**config.mk**
```make
export PLATFORM = sky130hd
export DESIGN_NAME = expr_eval_ctrl
export DESIGN_NICKNAME = d
export VERILOG_FILES = /design/src/rtl/expr_eval_ctrl.sv
export SDC_FILE = /design/constraint.sdc
export NUM_CORES = 1
export LEC_CHECK = 0
export ABC_AREA = 0
export BUFFER_PORTS_ARGS = -buffer_cell sky130_fd_sc_hd__buf_2
export CORE_ASPECT_RATIO = 0.9
export CORE_MARGIN = 2
export CORE_UTILIZATION = 55
export DETAILED_ROUTE_END_ITERATION = 10
export PLACE_DENSITY = 0.76
export SETUP_SLACK_MARGIN = 0.3
export SYNTH_ARGS = -nofsm -noshare
export SYNTH_HDL_FRONTEND = slang
export SYNTH_SLANG_ARGS = --single-unit
```
**constraint.sdc**
```tcl
create_clock -name clk -period 7.05 [get_ports clk]
set_input_delay 1.7625 -clock clk [delete_from_list [all_inputs] [get_ports clk]]
set_output_delay 1.7625 -clock clk [all_outputs]
set_load 0.01 [all_outputs]
```
**src/rtl/expr_eval_ctrl.sv**
```systemverilog
// Character-stream expression checker/evaluator.
// Single-digit operands, '*' binds tighter than '+', '=' ends.
module expr_eval_ctrl #(
  parameter int WIDTH = 8,
  parameter int CNT_W = 8
) (
  input  logic             clk,
  input  logic             clr,
  input  logic             in_valid,
  input  logic [7:0]       in_data,
  output logic             in_ready,
  output logic             out_valid,
  output logic [WIDTH-1:0] out_result,
  output logic             out_err,
  input  logic             out_ready,
  output logic [CNT_W-1:0] expr_cnt
);

  typedef enum logic [1:0] {
    EXP_D,
    GOT_D,
    ERR,
    DONE
  } state_t;

  typedef enum logic [2:0] {
    C_DIG,
    C_ADD,
    C_MUL,
    C_EQ,
    C_OTH
  } cls_t;

  state_t           state, state_n;
  cls_t             cls;
  logic [WIDTH-1:0] sum, sum_n;
  logic [WIDTH-1:0] term, term_n;
  logic             mul_pend, mul_n;
  logic [WIDTH-1:0] res_n;
  logic             err_n;
  logic [CNT_W-1:0] cnt_n;
  logic [WIDTH-1:0] dig;
  logic             acc;

  assign in_ready  = (state != DONE);
  assign out_valid = (state == DONE);
  assign acc       = in_valid && in_ready;
  assign dig       = WIDTH'(in_data[3:0]);

  always_comb begin
    cls = C_OTH;
    unique case (1'b1)
      (in_data >= 8'h30 && in_data <= 8'h39):
        cls = C_DIG;
      (in_data == 8'h2b): cls = C_ADD;
      (in_data == 8'h2a): cls = C_MUL;
      (in_data == 8'h3d): cls = C_EQ;
      default:            cls = C_OTH;
    endcase
  end

  always_comb begin
    state_n = state;
    sum_n   = sum;
    term_n  = term;
    mul_n   = mul_pend;
    res_n   = out_result;
    err_n   = out_err;
    cnt_n   = expr_cnt;
    case (state)
      EXP_D: begin
        if (acc) begin
          case (cls)
            C_DIG: begin
              term_n  = mul_pend ? term * dig : dig;
              mul_n   = 1'b0;
              state_n = GOT_D;
            end
            C_EQ: begin
              err_n   = 1'b1;
              res_n   = '0;
              state_n = DONE;
            end
            default: state_n = ERR;
          endcase
        end
      end
      GOT_D: begin
        if (acc) begin
          case (cls)
            C_ADD: begin
              sum_n   = sum + term;
              state_n = EXP_D;
            end
            C_MUL: begin
              mul_n   = 1'b1;
              state_n = EXP_D;
            end
            C_EQ: begin
              res_n   = sum + term;
              err_n   = 1'b0;
              state_n = DONE;
            end
            default: state_n = ERR;
          endcase
        end
      end
      ERR: begin
        if (acc && cls == C_EQ) begin
          err_n   = 1'b1;
          res_n   = '0;
          state_n = DONE;
        end
      end
      DONE: begin
        if (out_ready) begin
          cnt_n   = expr_cnt + CNT_W'(1);
          sum_n   = '0;
          term_n  = '0;
          mul_n   = 1'b0;
          state_n = EXP_D;
        end
      end
      default: state_n = ERR;
    endcase
  end

  always_ff @(posedge clk) begin
    if (!clr) begin
      state      <= EXP_D;
      sum        <= '0;
      term       <= '0;
      mul_pend   <= 1'b0;
      out_result <= '0;
      out_err    <= 1'b0;
      expr_cnt   <= '0;
    end else begin
      state      <= state_n;
      sum        <= sum_n;
      term       <= term_n;
      mul_pend   <= mul_n;
      out_result <= res_n;
      out_err    <= err_n;
      expr_cnt   <= cnt_n;
    end
  end

endmodule

```
==> metrics.txt, run 1 <==
CP cell instances=buf_2, and2_2, fa_1, inv_1, fa_1, inv_1, ha_1, o21a_1, a21o_1, a21oi_1, or4_1, nand3_1; total power per unit cell area=188 nW/um2; vias in the first global route=2060; Worst slew margin=between 20% and 30%; ant diodes=0; post-route cell area=2970 um2; Layout area overhead=8.72%; IO buf count=30; die area=5540 um2; CP peak stage delay=540 ps; leakage=1.34 nW; Worst Path Required=7280 ps; Post-DP Area=2860 um2; Root Buffer Master=clkbuf_8; Max Cap Viol=0; Die X=between 70 and 80 um; Setup TNS=0 ps; via/cell ratio=about 5.7; Flop pwr share=approximately 40%; gr ovfl total=0; Crit. End Element=flip-flop; Initial Util=between 50% and 60%; Gates resized, CTS repair=0; number of DRC markers in iteration 0=approximately 170; CP delay by family, top=adder cells; FF+latch count, synth=36; crit share post-route=60.2%; Slew @ Worst Pin=1150 ps; Async S/R FF share, synth=0%; Peak Freq=between 0.2 and 0.25 GHz; switching part of the total=33.3%; unrepaired setup endpoints after global routing=no; initial antenna violation count=0; crit path time final=4250 ps; CTS Hold Buffers Added=0; htree depth=2; DRT Pass-1 Iters=4; Num CTS Buffers=5; CP Launch Type=input port; core area=slightly below 5000 um2; syn avg cell area=8.44 um2; Routed wire per std cell=14.4 um; sequential area share after synthesis=26.4%; Max FO, Critical Path=10; post-DP HPWL=4480 um; Total GRT Usage=22.6%; vias=2334; R2R Setup Slk=3990 ps; Arr. time, crit path=~4500 ps; Clock Power Share=32.4%; Final GP Congestion=0.853; most common cell after layout, fill and taps aside=dfxtp_1; # setup viols final=0; CP max stage cell=fa_1; clk buf depth=2; clock skew=4.29 ps; outcome=completed; Synth cell types=62; Min-Delay Path Class=flip-flop to flip-flop; NetSw=185 uW; Total Nets Final=between 300 and 400; Primary FF master, synth=dfxtp_1; Mapped Cells=323; Synth warnings=0; Syn Std Cell Area=2730 um2; first-pass GRT wire length=9830 um; VDD IR-drop max=0.147 mV; Die H=70.8 um; Fillers=430; DR DRC count=0; combinational share of power=27.8%; max-slew violation count=0; IO Count=31; clock insertion delay at the later pin of the skew report=290 ps; most frequent cells in the layout=dfxtp_1 (36), nand2_1 (31), buf_2 (30), a21oi_1 (28), nor2_1 (25); Crit Path Class=input port to flip-flop; final hold vios=0; CTS tree=yes; Pint=371 uW; Clock Pin Slew Worst Setup and Hold Paths=~70 ps; layout cells sized above 1=15.4%; Worst Path Buf+Inv=3; Post-DRT Antenna Nets=0; pin count of the biggest net entering global routing=30; EDFF count, synth=0; Setup Buffers After CTS=0; Site Rows=24; DRT Wirelength=approximately 5900 um; synthesized net count=about 370; TritonCTS sink count=36
## power by group through the flow
stage | Clock, mW | Combinational [mW] | Sequential [mW]
after global placement | 0 | 0.149 | 0.225
after CTS | 0.183 | 0.153 | 0.221
after detailed placement | 0 | 0.152 | 0.226
after global routing | 0.194 | 0.173 | 0.222
after floorplan | 0 | 0.119 | 0.225
final | 0.180 | 0.155 | 0.221
## layout make-up
type                    instances  area (um2)  share of cell area (%)
repair buffers                 30         150                    5.06
clock inverters                 2        35.0                    1.18
multi-input cells             252        1830                    61.9
well taps                      65        81.3                    2.74
clock buffers                   6        72.6                    2.45
flip-flops and latches         36         721                    24.3
inverters                      19        71.3                    2.41
## Yosys cell counts (6+ instances only)
library cell,n,share of area [%]
inv_1,19,2.6
xor2_1,8,2.6
o21ai_0,14,2.6
nand2_1,31,4.3
clkbuf_1,6,0.83
a21oi_1,28,5.1
fa_1,10,7.3
nand4_1,6,1.4
nor2_1,25,3.4
and2_1,12,2.8
ha_1,21,9.6
nand3_1,12,2.2
nor3_1,7,1.3
dfxtp_1,36,26
a21o_1,6,1.7
## path summary, 6_finish.rpt
| check | startpoint | end | depth (start not counted) |
|---|---|---|---|
| max | in_data[2] | term[7] | 12 |
| min | sum[4] | sum[4] | 2 |
| max reg2reg | term[1] | term[6] | 11 |
| min reg2reg | sum[4] | sum[4] | 2 |
## flip-flops by register name (all words and copies together), names as in the netlist
name        flops
out_err         1
mul_pend        1
sum             8
term            8
out_result      8
state           2
expr_cnt        8
## kinds of logic after synthesis
family / count (synthesis) / share of synthesized area (%)
flip-flops: 36 / 26.4
adder cells (fa/ha/maj): 31 / 17.0
XOR/XNOR: 14 / 5.78
multiplexers: 4 / 1.47
AO/OA/AOI/OAI: 73 / 17.2
AND/OR/NAND/NOR: 130 / 25.9
buffers and inverters: 35 / 6.33
## routing by layer
layer | vias to the layer above | track usage (%) | share of wire [%]
li1 | 1185 | - | -
met1 | 1070 | 32.6 | 49
met2 | 71 | 34.4 | 44
met3 | 8 | 5.61 | 5.8
met4 | 0 | 5.26 | 1.2
met5 | - | 0 | 0
## worst min-delay path, delay by kind of cell (launching register included)
family / cells / cell delay (ps)
AO/OA/AOI/OAI: 1 / 50
flip-flops: 1 / 320
AND/OR/NAND/NOR: 1 / 50
## through the flow
stage          utilization [%]  setup WS, ps  cells  power, mW  hold slack [ps]
2_1_floorplan                -          2700    323      0.344              436
3_3_place_gp              59.5          2570    402      0.375              444
3_5_place_dp              59.5          2510    402      0.378              455
4_1_cts                   61.7          2810    410      0.557              463
5_1_grt                   61.7          2630    410      0.589              478
6_report                  61.7          2800    410      0.556              465
(Power assumes the default switching activity.)
==> inputs of run 2 (changes only) <==
CORE_UTILIZATION = 53   (was 55)
clock period = 3.55 ns   (was 7.05 ns; I/O delays follow)
==> metrics.txt, run 2 (synthesized netlist as in run 1, its figures left out) <==
outcome=completed; Max FO, Critical Path=10; Num CTS Buffers=5; die area=5740 um2; CP delay by family, top=adder cells; core area=4890 um2; Layout area overhead=11.0%; most frequent cells in the layout=dfxtp_1 (36), nand2_1 (30), a21oi_1 (28), buf_2 (27), nor2_1 (25); Initial Util=55.7%; CP max stage cell=fa_1; Min Hold Slack=461 ps; total power per unit cell area=352 nW/um2; DRT Wirelength=around 6000 um; Worst Path Required=3700 ps; DR DRC count=0; VDD IR-drop max=0.370 mV; Fillers=417; worst r2r path cells=11; crit share post-route=88.4%; hold wc startpoint=sum[3]; Clock Pin Slew Worst Setup and Hold Paths=80 ps; IO buf count=30; Root Buffer Master=clkbuf_8; Arr. time, crit path=approximately 3300 ps; Peak Freq=0.319 GHz; Setup TNS=0 ps; Routed wire per std cell=approximately 15 um; post-DP HPWL=4610 um; ant diodes=0; CP cell instances=buf_4, nand2_2, fa_1, inv_1, fa_1, inv_2, fa_2, nor2b_2, o21ai_1, and3_1, o21ai_1, a21oi_1; most common cell after layout, fill and taps aside=dfxtp_1; TritonCTS sink count=36; vias=2365; Site Rows=24; clock insertion delay at the later pin of the skew report=290 ps; worst r2r dst=term[6]; Die X=79.6 um; CP peak stage delay=530 ps; Post-DRT Antenna Nets=0; clk buf depth=2; Max Cap Viol=0; Worst Path Buf+Inv=3; Setup WS pre-CTS=between 40 and 50 ps; final hold vios=0; unrepaired setup endpoints after global routing=no; number of DRC markers in iteration 0=138; final worst slack=slightly above 400 ps; via/cell ratio=approximately 5.7; Total Nets Final=slightly below 400; layout cells sized above 1=about a fifth; R2R Setup Slk=600 ps; DRT Pass-1 Iters=4; Crit. End Element=flip-flop; IO Count=31; WHS Path Cells=2; r2r startpoint=term[1]; CTS tree=yes; Slew @ Worst Pin=~780 ps; gr ovfl total=0; clock skew=7.01 ps; Min-Delay Path Class=flip-flop to flip-flop; initial antenna violation count=0; CTS Hold Buffers Added=0; # setup viols final=0; Die H=between 70 and 80 um; Worst slew margin=around 48%; Total GRT Usage=22.7%; first-pass GRT wire length=~10000 um; final total power=~1.1 mW; leakage=1.35 nW; Crit Path Class=input port to flip-flop; max-slew violation count=0; Util after Layout=61.8%; htree depth=2; CP Launch Type=input port; pin count of the biggest net entering global routing=24; vias in the first global route=2310; Final GP Congestion=0.880; crit path time final=3140 ps; Endpoint, Worst Hold=sum[3]
-- run 2: worst max path at each step --
stage / startpoint / endpoint / slack [ps] / cells past startpoint
after global routing: in_data[1] / term[7] / 300 / 12
after floorplan: in_data[2] / term[7] / 230 / 12
after CTS: in_data[3] / term[7] / 340 / 11
after detailed placement: in_data[3] / term[7] / 40 / 11
after global placement: in_data[3] / term[7] / 90 / 11
final: in_data[3] / term[6] / 410 / 12
-- run 2: layout make-up --
| type | count | area [um2] | share of cell area (%) |
|---|---|---|---|
| multi-input combinational | 252 | 1880 | 62.1 |
| sequential | 36 | 721 | 23.8 |
| timing repair buffer | 33 | 180 | 5.95 |
| clock buffer | 6 | 82.6 | 2.73 |
| tap | 65 | 81.3 | 2.69 |
| inverter | 19 | 71.3 | 2.36 |
| clock inverter | 2 | 10.0 | 0.331 |
-- run 2: routing by layer --
metal  vias to the layer above  share of wire, %  track usage, %
met5                         -                 0               0
met4                         0               1.1            7.85
met3                         9               6.1            3.73
met2                        60                44            34.5
met1                      1110                49            32.8
li1                       1186                 -               -
-- run 2: worst reg2reg max path: cells and delay by family, from the launching register on --
kind	cells	cell delay, ps
adder cells (fa/ha/maj)	3	1430
flip-flops	1	530
AND/OR/NAND/NOR	3	460
AO/OA/AOI/OAI	3	300
buffers and inverters	2	100
-- run 2: stage by stage --
step | cells | cell area, um2
floorplan | 323 | 2770
global placement | 405 | 2920
detailed placement | 405 | 2920
CTS | 413 | 3010
global route | 413 | 3030
finish | 413 | 3030
-- run 2: repair_timing --
action / 4_1_cts / 5_1_grt
setup endpoints to repair: 0 / 3
setup buffers: 0 / 0
resized for setup: 0 / 8
-- run 2: power breakdown --
group / leakage [nW] / switching (mW) / internal, mW / total, mW
clock network: 0.0510 / 0.152 / 0.155 / 0.307
logic: 1.01 / 0.203 / 0.114 / 0.318
registers: 0.291 / 0.0186 / 0.421 / 0.439
==> inputs of run 3 (changes only) <==
REMOVE_ABC_BUFFERS = 1   (was unset)
==> metrics.txt, run 3 (synthesized netlist as in run 1, its figures left out) <==
IO buf count=30; clock insertion delay at the later pin of the skew report=290 ps; via/cell ratio=5.76; DRT Wirelength=6460 um; final hold vios=0; Placed Cells=411; first-pass GRT wire length=10800 um; final total power=1.11 mW; total power per unit cell area=360 nW/um2; number of DRC markers in iteration 0=170; routed wl met3=roughly 300 um; initial antenna violation count=0; DRT Pass-1 Iters=4; Max FO, Critical Path=5; die area=5740 um2; max-slew violation count=0; Max Cap Viol=0; Num CTS Buffers=5; Initial Util=55.7%; CP Launch Type=input port; Crit. End Element=flip-flop; VDD IR-drop max=0.295 mV; met1 WL=3010 um; Routed wire per std cell=15.4 um; Worst Path Required=3770 ps; crit share post-route=around nine tenths; Min-Delay Path Class=flip-flop to flip-flop; CTS Hold Buffers Added=0; clock skew=5.00 ps; Total GRT Usage=around a quarter; core area=between 4000 and 5000 um2; most frequent cells in the layout=dfxtp_1 (36), nand2_1 (30), buf_2 (29), a21oi_1 (27), nor2_1 (25); DR DRC count=0; Worst slew margin=49.7%; Slew @ Worst Pin=754 ps; IO Count=31; ant diodes=0; TritonCTS sink count=36; Site Rows=24; vias in the first global route=2315; Die H=72.1 um; vias=2418; most common cell after layout, fill and taps aside=dfxtp_1; htree depth=2; CTS tree=yes; fin cells=420; clk buf depth=2; Final GP Congestion=0.830; outcome=completed; Peak Freq=approximately 0.32 GHz; Total Nets Final=397; Die X=79.6 um; leakage=~1.4 nW; Post-DRT Antenna Nets=0; Arr. time, crit path=3400 ps; Clock Pin Slew Worst Setup and Hold Paths=70 ps; DR WL met2=3070 um; gr ovfl total=0; unrepaired setup endpoints after global routing=yes; layout cells sized above 1=between 20% and 30%; # setup viols final=0; post-DP HPWL=4750 um; Crit Path Class=input port to flip-flop; uppermost layer routed=met4; pin count of the biggest net entering global routing=18; Fillers=430; crit path time final=3170 ps; Root Buffer Master=clkbuf_8; Layout area overhead=13.3%
[run 3: metal layers]
metal / GRT usage, % / vias up
met5: 0 / -
met4: 5.17 / 0
met3: 5.22 / 8
met2: 39.8 / 72
met1: 31.9 / 1139
li1: - / 1199
[run 3: layout make-up]
type	count	area [um2]	share of cell area, %
flip-flops and latches	36	721	23.3
well taps	65	81.3	2.63
clock inverters	2	35.0	1.13
repair buffers	40	228	7.37
inverters	19	71.3	2.31
multi-input cells	252	1880	60.9
clock buffers	6	72.6	2.35
[run 3: path summary, 6_finish.rpt]
path,from,end,slack (ps),cells after the start
setup / recovery,in_data[2],term[4],380,13
hold / removal,out_result[5],out_result[5],470,2
setup reg to reg,term[1],term[7],530,10
hold reg to reg,out_result[5],out_result[5],470,2
[run 3: stage by stage]
step	TNS (ps)	hold slack [ps]	util, %	setup slack (ps)	cell area [um2]
2_1_floorplan	0	436	-	200	2630
3_3_place_gp	-21.8	449	59.8	-19.8	2930
3_5_place_dp	-138	465	59.8	-89.0	2930
4_1_cts	0	476	62.8	298	3070
5_1_grt	0	490	63.2	263	3090
6_report	0	471	63.2	378	3090
[run 3: power by group]
part	total, mW	switching, mW	internal [mW]	leakage [nW]
logic	0.319	0.201	0.118	1.04
clock network	0.355	0.146	0.208	0.0552
registers	0.440	0.0189	0.421	0.291
[run 3: what timing repair did]
| action | in CTS | in global routing |
|---|---|---|
| endpoints found under the setup margin | 2 | 4 |
| resized for setup | 9 | 9 |
| pin swaps | 7 | 9 |
| buffers inserted | 1 | 0 |
[run 3: critical path: stages]
cell	delay (ps)
buf_2	120
and2_2	200
fa_1	500
inv_1	50
fa_1	530
inv_2	50
ha_4	240
nor2b_2	150
buf_4	120
buf_4	120
nor4_1	240
a21oi_1	80
nor2_1	100
